## src/rtl/cpu_defs.sv

```systemverilog
// Shared core definitions: datapath width and divide-sequencer state encodings.
package cpu_defs;

  localparam int unsigned DATA_W = 32;
  localparam int unsigned RES_W  = 2 * DATA_W;

  typedef enum logic [1:0] {
    DIV_IDLE = 2'd0,
    DIV_BUSY = 2'd1,
    DIV_DONE = 2'd2
  } div_state_e;

endpackage

```

## src/rtl/div_issue.sv

```systemverilog
// EX-stage divide sequencer: launches the iterative divider, stalls EX, holds HI/LO for EX/MEM.
// Optional build macro DIV_FASTPATH_EN resolves trivial unsigned divides without the divider.
module div_issue
  import cpu_defs::*;
(
  input  logic              clk,
  input  logic              rst,
  input  logic              div_req_i,
  input  logic              div_signed_i,
  input  logic [DATA_W-1:0] opa_i,
  input  logic [DATA_W-1:0] opb_i,
  input  logic              flush_i,
  input  logic              ex_adv_i,
  input  logic [RES_W-1:0]  div_result_i,
  input  logic              div_ready_i,
  output logic              div_start_o,
  output logic              div_signed_o,
  output logic [DATA_W-1:0] div_opa_o,
  output logic [DATA_W-1:0] div_opb_o,
  output logic              div_cancel_o,
  output logic              stall_o,
  output logic              whilo_o,
  output logic [DATA_W-1:0] hi_o,
  output logic [DATA_W-1:0] lo_o
);

  div_state_e        r_state;
  logic              w_accept;
  logic              w_abort;
  logic              w_fast;
  logic [DATA_W-1:0] w_fast_hi;

  assign w_accept = div_req_i & ~flush_i;
  // A request vanishing mid-divide means EX lost the instruction, same as a flush.
  assign w_abort  = flush_i | ~div_req_i;

`ifdef DIV_FASTPATH_EN
  // Unsigned x/0 and x/y with x<y have a known result; skip the divider entirely.
  assign w_fast    = ~div_signed_i & ((opb_i == '0) | (opa_i < opb_i));
  assign w_fast_hi = (opb_i == '0) ? '0 : opa_i;
`else
  assign w_fast    = 1'b0;
  assign w_fast_hi = '0;
`endif

  // Pipeline stall and divider cancel react in the same cycle.
  always_comb begin
    stall_o      = 1'b0;
    div_cancel_o = 1'b0;
    case (r_state)
      DIV_IDLE: stall_o = w_accept & ~w_fast;
      DIV_BUSY: begin
        stall_o      = 1'b1;
        div_cancel_o = w_abort;
      end
      default: stall_o = 1'b0;
    endcase
  end

  always_ff @(posedge clk or negedge rst) begin
    if (!rst) begin
      r_state      <= DIV_IDLE;
      div_start_o  <= 1'b0;
      div_signed_o <= 1'b0;
      div_opa_o    <= '0;
      div_opb_o    <= '0;
      whilo_o      <= 1'b0;
      hi_o         <= '0;
      lo_o         <= '0;
    end else begin
      case (r_state)
        DIV_IDLE: begin
          if (flush_i) begin
            hi_o <= '0;
            lo_o <= '0;
          end else if (div_req_i) begin
            div_opa_o    <= opa_i;
            div_opb_o    <= opb_i;
            div_signed_o <= div_signed_i;
            if (w_fast) begin
              hi_o    <= w_fast_hi;
              lo_o    <= '0;
              whilo_o <= 1'b1;
              r_state <= DIV_DONE;
            end else begin
              div_start_o <= 1'b1;
              r_state     <= DIV_BUSY;
            end
          end
        end
        DIV_BUSY: begin
          // Abort beats a simultaneous ready; the divider's answer is dropped.
          if (w_abort) begin
            div_start_o <= 1'b0;
            hi_o        <= '0;
            lo_o        <= '0;
            r_state     <= DIV_IDLE;
          end else if (div_ready_i) begin
            hi_o        <= div_result_i[RES_W-1:DATA_W];
            lo_o        <= div_result_i[DATA_W-1:0];
            div_start_o <= 1'b0;
            whilo_o     <= 1'b1;
            r_state     <= DIV_DONE;
          end
        end
        DIV_DONE: begin
          if (flush_i) begin
            hi_o    <= '0;
            lo_o    <= '0;
            whilo_o <= 1'b0;
            r_state <= DIV_IDLE;
          end else if (ex_adv_i) begin
            whilo_o <= 1'b0;
            r_state <= DIV_IDLE;
          end
        end
        default: begin
          div_start_o <= 1'b0;
          whilo_o     <= 1'b0;
          r_state     <= DIV_IDLE;
        end
      endcase
    end
  end

endmodule
```

## config.mk

```make
export PLATFORM = sky130hd
export DESIGN_NAME = div_issue
export DESIGN_NICKNAME = d
export VERILOG_FILES = /design/src/rtl/cpu_defs.sv /design/src/rtl/div_issue.sv
export SDC_FILE = /design/constraint.sdc
export NUM_CORES = 1
export LEC_CHECK = 0
export BUFFER_PORTS_ARGS = -buffer_cell sky130_fd_sc_hd__clkbuf_2
export CORE_ASPECT_RATIO = 1.75
export CORE_UTILIZATION = 42
export DETAILED_ROUTE_END_ITERATION = 8
export GPL_ROUTABILITY_DRIVEN = 0
export GPL_TIMING_DRIVEN = 0
export PLACE_DENSITY = 0.82
export SLEW_MARGIN = 0
export SYNTH_ARGS = -nofsm -noshare
export SYNTH_HDL_FRONTEND = slang
export SYNTH_SLANG_ARGS = --single-unit
```

## constraint.sdc

```tcl
create_clock -name clk -period 1.7 [get_ports clk]
set_clock_uncertainty 0.15 [all_clocks]
set_input_delay 0.17 -clock clk [delete_from_list [all_inputs] [get_ports clk]]
set_output_delay 0.17 -clock clk [all_outputs]
set_load 0.01 [all_outputs]
```

After elaboration in Yosys (flattened, before gate mapping)
Cells that the tools add are included.
{"block": "word_totals", "input_bits": 135, "ff_bits": 133, "word_cells": 57, "out_inout_bits": 133}
{"block": "op_classes", "bitwise_logic": 6, "n_reduce_logical": 8, "mux": 26, "eq_ne": 9}
{"op": "two-way mux 32 bit", "count": 5}
{"op": "one-hot mux 32 bit (2 select lines)", "count": 2}
{"op": "two-way mux 2 bit", "count": 6}
{"op": "AND reduction 4 bit", "count": 3}
{"op": "two-way mux 1 bit", "count": 9}
{"op": "inequality test 2 bit, second input constant", "count": 4}
{"op": "inequality test 3 bit, second input constant", "count": 2}
{"op": "one-hot mux 1 bit (3 select lines)", "count": 2}
{"op": "one-hot mux 2 bit (3 select lines)", "count": 1}
{"op": "AND reduction 3 bit", "count": 2}
{"op": "NOT 1 bit", "count": 4}
{"op": "== test 2 x 1 -> 1 bit, second input constant", "count": 1}
{"op": "== test 2 bit, second input constant", "count": 1}
{"op": "logical NOT 2 bit", "count": 1}
{"op": "inequality test 2 x 1 -> 1 bit, second input constant", "count": 1}
{"op": "one-hot mux 1 bit (2 select lines)", "count": 1}
{"op": "nonzero test 2 bit", "count": 1}
{"op": "OR reduction 2 bit", "count": 1}
{"op": "AND 1 bit", "count": 1}
{"op": "OR 1 bit", "count": 1}

Logic depth before layout (Yosys ltp)
Gate-level depths: netlist (run 1).
{"block": "depth", "depth_word": 4, "ltp_mapped": 6, "depth_no_buf": 3}

Worst setup path before layout (run 1)
Ideal clock, no wire load.
{"block": "synth_path", "path_kind": "reg2reg", "from": "reg r_state[0]", "to": "reg hi_o[0]", "stages_incl_launch_ff": 6, "path_slack_ps": 97, "synth_period_minus_slack_ps": 1603, "required_ps": 1471, "setup_time_ps": 79, "path_buffers": 3, "arrival_time_ps": 1373, "path_cell_list": "dfrtp_1 > buf_2 > a221oi_2 > buf_6 > buf_8 > mux2i_1"}
{"block": "synth_via", "elab_chain_cells": 4, "elab_cells_between_ends": 9, "classes_between": "eq/ne (4); mux (1); reduce/logical (4)"}
{"item": "from (decl)", "line": "div_issue.sv:27", "source": "div_state_e r_state;"}
{"item": "from (signal assigned)", "line": "div_issue.sv:62", "source": "r_state <= DIV_IDLE;"}
{"item": "from (signal assigned)", "line": "div_issue.sv:84", "source": "r_state <= DIV_DONE;"}
{"item": "from (signal assigned)", "line": "div_issue.sv:87", "source": "r_state <= DIV_BUSY;"}
{"item": "== test 2 bit / logical NOT 2 bit (equally long branches)", "line": "div_issue.sv:71", "source": "case (r_state)"}
{"item": "OR reduction 2 bit (no source line)"}
{"item": "inequality test 2 x 1 -> 1 bit (no source line) / nonzero test 2 bit (equally long branches)"}
{"item": "AND reduction 3 bit (no source line)"}
{"item": "to (signal assigned)", "line": "div_issue.sv:81", "source": "hi_o <= w_fast_hi;"}
{"item": "to (signal assigned)", "line": "div_issue.sv:99", "source": "hi_o <= div_result_i[RES_W-1:DATA_W];"}
{"item": "to (decl)", "line": "div_issue.sv:23", "source": "output logic [DATA_W-1:0] hi_o,"}
Parallel ways exist; a longest one is shown, timed or not.
A chain may end at the register's enable or synchronous reset.

Final worst setup path (run 1)
{"block": "layout_path", "from": "reg r_state[0]", "to": "reg div_opa_o[22]"}
{"block": "layout_via", "elab_chain_cells": 2}
{"item": "logical NOT 2 bit", "line": "div_issue.sv:71"}
{"item": "AND reduction 3 bit (no source line)"}
{"item": "to (signal assigned)", "line": "div_issue.sv:77", "source": "div_opa_o <= opa_i;"}
{"item": "to (decl)", "line": "div_issue.sv:18", "source": "output logic [DATA_W-1:0] div_opa_o,"}
Every way passes these cells.

==> results of run 1 <==
==> registers in the layout, summed over array words and instances, names as in the netlist <==
register / flops
hi_o: 32
div_opb_o: 32
r_state: 2
div_start_o: 1
lo_o: 32
div_signed_o: 1
whilo_o: 1
div_opa_o: 32
==> stage by stage <==
stage / cells / utilization / total power [mW]
2_1_floorplan: 433 / - / 4.61
3_3_place_gp: 874 / 0.546 / 5.29
3_5_place_dp: 875 / 0.549 / 5.35
4_1_cts: 1061 / 0.711 / 9.37
5_1_grt: 1064 / 0.716 / 9.73
6_report: 1064 / 0.716 / 9.38
==> cells in the final DEF (no fill, tap or decap), types with 2 or more instances in the layout <==
| master | Yosys | final |
|---|---|---|
| buf_16 | 0 | 3 |
| buf_6 | 2 | 4 |
| clkinv_4 | 0 | 3 |
| mux2_2 | 15 | 15 |
| clkbuf_16 | 0 | 18 |
| clkinvlp_4 | 0 | 2 |
| dlygate4sd3_1 | 0 | 135 |
| buf_4 | 8 | 21 |
| inv_1 | 66 | 66 |
| diode_2 | 0 | 2 |
| inv_6 | 0 | 4 |
| buf_12 | 5 | 12 |
| dfrtp_1 | 133 | 132 |
| mux2_4 | 50 | 50 |
| mux2i_1 | 64 | 61 |
| clkbuf_2 | 0 | 265 |
| bufinv_16 | 0 | 2 |
| clkinv_2 | 0 | 3 |
| mux2i_2 | 0 | 2 |
| nor2_1 | 4 | 3 |
| a21oi_1 | 3 | 3 |
| nand2_1 | 65 | 65 |
| buf_8 | 6 | 2 |
==> kinds of logic (layout without fill, tap and decap cells) <==
kind of cell,Yosys count,in the layout,share of synthesized area
flip-flops,133,133,0.574
multiplexers,129,129,0.269
buffers and inverters,88,543,0.0907
AND/OR/NAND/NOR,76,76,0.0570
AO/OA/AOI/OAI,7,7,0.00864
other,0,2,0
==> power breakdown <==
| part | switching, mW | internal [mW] |
|---|---|---|
| Combinational | 0.846 | 1.16 |
| Sequential | 0.226 | 3.51 |
| Clock | 1.46 | 2.18 |
| Total | 2.53 | 6.85 |
==> worst max-delay path: stages (launching register included) <==
cell and delay [ps]:
dfrtp_1 390, buf_4 150, nor3b_4 220, buf_6 200, buf_12 160, mux2_4 320
==> per-layer routing <==
metal,up-vias,wire (microns)
li1,2280,-
met1,2380,6300
met2,226,10100
met3,87,848
met4,0,1030
met5,-,0
==> layout make-up <==
type / instances / share of cell area
sequential: 133 / 0.345
timing repair buffer: 423 / 0.308
multi-input combinational: 212 / 0.205
clock buffer: 18 / 0.0445
buffer: 22 / 0.0325
inverter: 66 / 0.0257
tap: 174 / 0.0226
clock inverter: 14 / 0.0157
antenna: 2 / 0.000519
==> worst max path at each step <==
stage | startpoint | to | slack [ps] | cells after the start
after global routing | r_state[0] | hi_o[29] | -60 | 5
final | r_state[0] | div_opa_o[22] | -9 | 5
after detailed placement | r_state[0] | lo_o[21] | -90 | 5
after floorplan | r_state[0] | hi_o[0] | 100 | 5
after global placement | rst | hi_o[9] | -1820 | 1
after CTS | r_state[0] | div_opa_o[2] | -3 | 5
==> what timing repair did <==
item | CTS | global route
hold endpoints to repair | 197 | 0
hold buffers | 135 | 0
pin swaps | 1 | 1
setup endpoints to repair | 111 | 74
buffers inserted | 15 | 1
gates cloned | 4 | 1
gates resized for setup | 14 | 10
==> results.txt, run 1 <==
detailed-route DRC error count: 0
post-synth top area share: 0.574
CTS Buffer Depth: 2
R2R Setup Slk: -9 ps
ys flop type: dfrtp_1
Pre-antenna DRT Iters: 4
met1 usage: 0.250
final setup margin: -8.52 ps
clock latency on the worst-skew pair: 400 ps
Yosys reg bits: 133
Die Y-Extent: 157 microns
fin. max-slew vios: 0
DIE WIDTH: 90.8 microns
Netlist Area Pre-Place: 5790 sq um
clk sinks: 133
Fillers: 869
vias per cell: 4.67
global router's overall resource usage: 0.253
Max Fclk: 585 MHz
Rows: 56
Syn. warnings: 0
design area: 9640 sq um
met3 Resource Use GR: 0.0546
outcome: finished, violations left
hold path depth: 4
min Tclk post-route: 1710 ps
final wirelength: 18300 microns
Hold/Removal Path Class: primary input to register
initial antenna violation count: 2
vias in the first global route: 5570
CTS tree: yes
worst endpoint required time: 1830 ps
DRT iter0 DRCs: 129
library cells used by synthesis: 24
relative slew slack: 0.629
initial core utilization: 0.431
Post-synth EDFFs: 0
largest net degree at the start of global routing: 69
Core ar.: 13500 sq um
most frequent cell after synthesis: dfrtp_1
Post-Syn Instances: 433
syn nets: 568
worst slack at placement: -94.7 ps
met2 Track Usage GR: 0.470
failing checks: negative setup slack
syn avg cell area: 13.4 sq um
crit path DAT: 1840 ps
Routed Antenna Nets: 0
area post-placement: 7380 sq um
I/O pin count: 268
Hold Path Sink: whilo_o
clock root cell: clkbuf_16
Critical Path Start Type: register
Net count, final: 1010
CP Capture Type: register
Congestion Overflow GR: 0
ys async rst share: 1.00
fraction of layout cells with a size suffix above 1: 0.467
Storage cell area: 3330 sq um
area used by multi-input combinational logic: 1980 sq um
register area share after synthesis: 0.574
die area: 14300 sq um
ranking of synthesized cells by area: dfrtp_1, mux2_4, mux2i_1
vias: 4973
Worst-path clk slew: 60 ps
hold_ws: 110 ps
R2R cell count: 5
Lkg Pwr: 4.95 nW
DP HPWL: 10400 microns
Power Dens Cells: 974 nW/um^2
CTS Buf Count: 17
# setup viols final: 7
reg-to-reg endpoint: div_opa_o[22]
Area Growth Syn to Fin: 66.3%
final total negative setup slack: -20.3 ps
first-pass GRT wire length: 27600 microns
worst slew pin tran: 556 ps
RSZ-0062 raised after global routing: yes
HP Start: flush_i
Fin. Hold Viols: 0
Peak VDD IR: 0.644 mV
RR Startpoint: r_state[0]
Max Cap Violations: 0
final period utilization: 1.01
top post-synthesis cells by count: dfrtp_1, inv_1, nand2_1
I/O Buffers: 267
H-tree level count: 4
Crit Path Class: register to register
WL/cell: 17.2 microns
GR peak layer: met2
worst-path fanout max: 10
area leader, netlist: dfrtp_1
Note: power is estimated with default switching activity, not from simulation.
==> run 2: changes to the inputs <==
--- a/config.mk
+++ b/config.mk
@@ -10,7 +10,6 @@
 export CORE_UTILIZATION = 42
 export DETAILED_ROUTE_END_ITERATION = 8
 export GPL_ROUTABILITY_DRIVEN = 0
-export GPL_TIMING_DRIVEN = 0
 export PLACE_DENSITY = 0.82
 export SLEW_MARGIN = 0
 export SYNTH_ARGS = -nofsm -noshare
==> run 2 against run 1 <==
The run still ends with negative setup slack left. Wire length shrank 3.4%. Sequential power is essentially flat. Design area shrank 0.91%. Global-route usage shrank 0.13 points. Critical path depth is the same. Sequential cell count is the same. Critical path type unchanged. Largest power group unchanged.
==> results.txt, run 2 (synthesized netlist as in run 1, its figures left out) <==
area post-placement: 7500 sq um
WP buf/inv: 3
Crit Path Class: register to register
outcome: finished, violations left
vias in the first global route: 5423
CTS Buffer Depth: 2
clock root cell: clkbuf_16
RSZ-0062 raised after global routing: yes
total power: 9.18 mW
CP Depth: 5
Power Dens Cells: 961 nW/um^2
clk sinks: 133
final setup margin: -33.1 ps
min Tclk post-route: 1730 ps
Pre-antenna DRT Iters: 4
Max Cap Violations: 0
failing checks: negative setup slack
Critical Path Start Type: register
worst-path fanout max: 18
Rows: 56
final period utilization: 1.02
worst endpoint required time: 1870 ps
H-tree level count: 4
detailed-route DRC error count: 0
fraction of layout cells with a size suffix above 1: 0.467
die area: 14300 sq um
Top cell by count, worst path: buf_6
slowest stage delay, CP: 440 ps
most frequent cells in the layout: clkbuf_2, dlygate4sd3_1, dfrtp_1
relative slew slack: 0.724
CP top delay family: buffers and inverters
I/O Buffers: 267
DIE WIDTH: 90.8 microns
Lkg Pwr: 4.88 nW
Max Fclk: 577 MHz
hold_ws: 94.8 ps
largest net degree at the start of global routing: 40
Congestion Overflow GR: 0
clock latency on the worst-skew pair: 400 ps
CP max stage cell: dfrtp_2
crit path DAT: 1900 ps
final wirelength: 17700 microns
vias per cell: 4.68
DP HPWL: 10400 microns
Routed Antenna Nets: 0
Net count, final: 1004
Peak VDD IR: 0.717 mV
WL/cell: 16.7 microns
CTS Buf Count: 17
most common cell after layout, fill and taps aside: clkbuf_2
CP Cell Sequence: buf_6 > a221oi_4 > buf_6 > buf_12 > mux2i_4
DRT iter0 DRCs: 203
Area Growth Syn to Fin: 64.8%
first-pass GRT wire length: 27300 microns
design area: 9550 sq um
I/O pin count: 268
# setup viols final: 2
CP Capture Type: register
Worst-path clk slew: 70 ps
worst slew pin tran: 414 ps
Hold/Removal Path Class: primary input to async pin
worst slack at placement: -34.1 ps
vias: 4947
initial core utilization: 0.431
final total negative setup slack: -53.6 ps
Core ar.: 13500 sq um
initial antenna violation count: 1
Die Y-Extent: 157 microns
CTS tree: yes
R2R cell count: 5
global router's overall resource usage: 0.252
fin. max-slew vios: 0
Fin. Hold Viols: 0
-- run 2: cell count changes in the layout (fill, tap and decap cells not counted), moves of 2 or more --
cell | previous run | this run
clkinvlp_4 | 2 | 4
buf_16 | 3 | 1
buf_4 | 21 | 19
buf_12 | 12 | 14
buf_8 | 2 | 0
mux2i_4 | 1 | 3
-- run 2: stage by stage --
step	std cells	utilization
4_1_cts	1052	0.703
3_5_place_dp	884	0.558
3_3_place_gp	884	0.558
2_1_floorplan	433	-
5_1_grt	1057	0.710
6_report	1057	0.710
-- run 2: timing repair --
| item | in CTS | in global routing |
|---|---|---|
| endpoints found under the setup margin | 24 | 65 |
| hold buffers | 134 | 0 |
| endpoints found under the hold margin | 265 | 0 |
| buffers inserted | 1 | 4 |
| gates resized for setup | 7 | 11 |
| pin swaps | 2 | 1 |
| cloned | 1 | 0 |
-- run 2: layer usage --
metal  part of all wire  vias to the layer above  global-route usage
li1                   -                     2266                   -
met1               0.35                     2415               0.256
met2               0.56                      202               0.466
met3              0.045                       64              0.0594
met4              0.049                        0               0.147
met5                  0                        -                   0
-- run 2: report_power, final --
group / switching [mW] / internal [mW]
combinational: 0.812 / 1.12
clock: 1.42 / 2.07
sequential: 0.238 / 3.51
total: 2.47 / 6.70
-- run 2: area by class of cell --
| class | count | area, sq um |
|---|---|---|
| diodes | 1 | 2.50 |
| clock buffers | 19 | 443 |
| clock inverters | 13 | 123 |
| fillers | 887 | 3900 |
| inverters | 66 | 248 |
| multi-input cells | 212 | 2010 |
| flip-flops and latches | 133 | 3330 |
| well taps | 174 | 218 |
| repair buffers | 439 | 3180 |
-- run 2: worst paths after layout --
| check | from | to | slack (ps) |
|---|---|---|---|
| hold reg to reg | div_opb_o[17] | div_opb_o[17] | 360 |
| hold / removal | rst | div_opb_o[11] | 90 |
| setup / recovery | r_state[1] | lo_o[11] | -30 |
| min in group clk | flush_i | r_state[0] | 110 |
| setup reg to reg | r_state[1] | lo_o[11] | -30 |
| max in group asynchronous | rst | div_opa_o[8] | 740 |
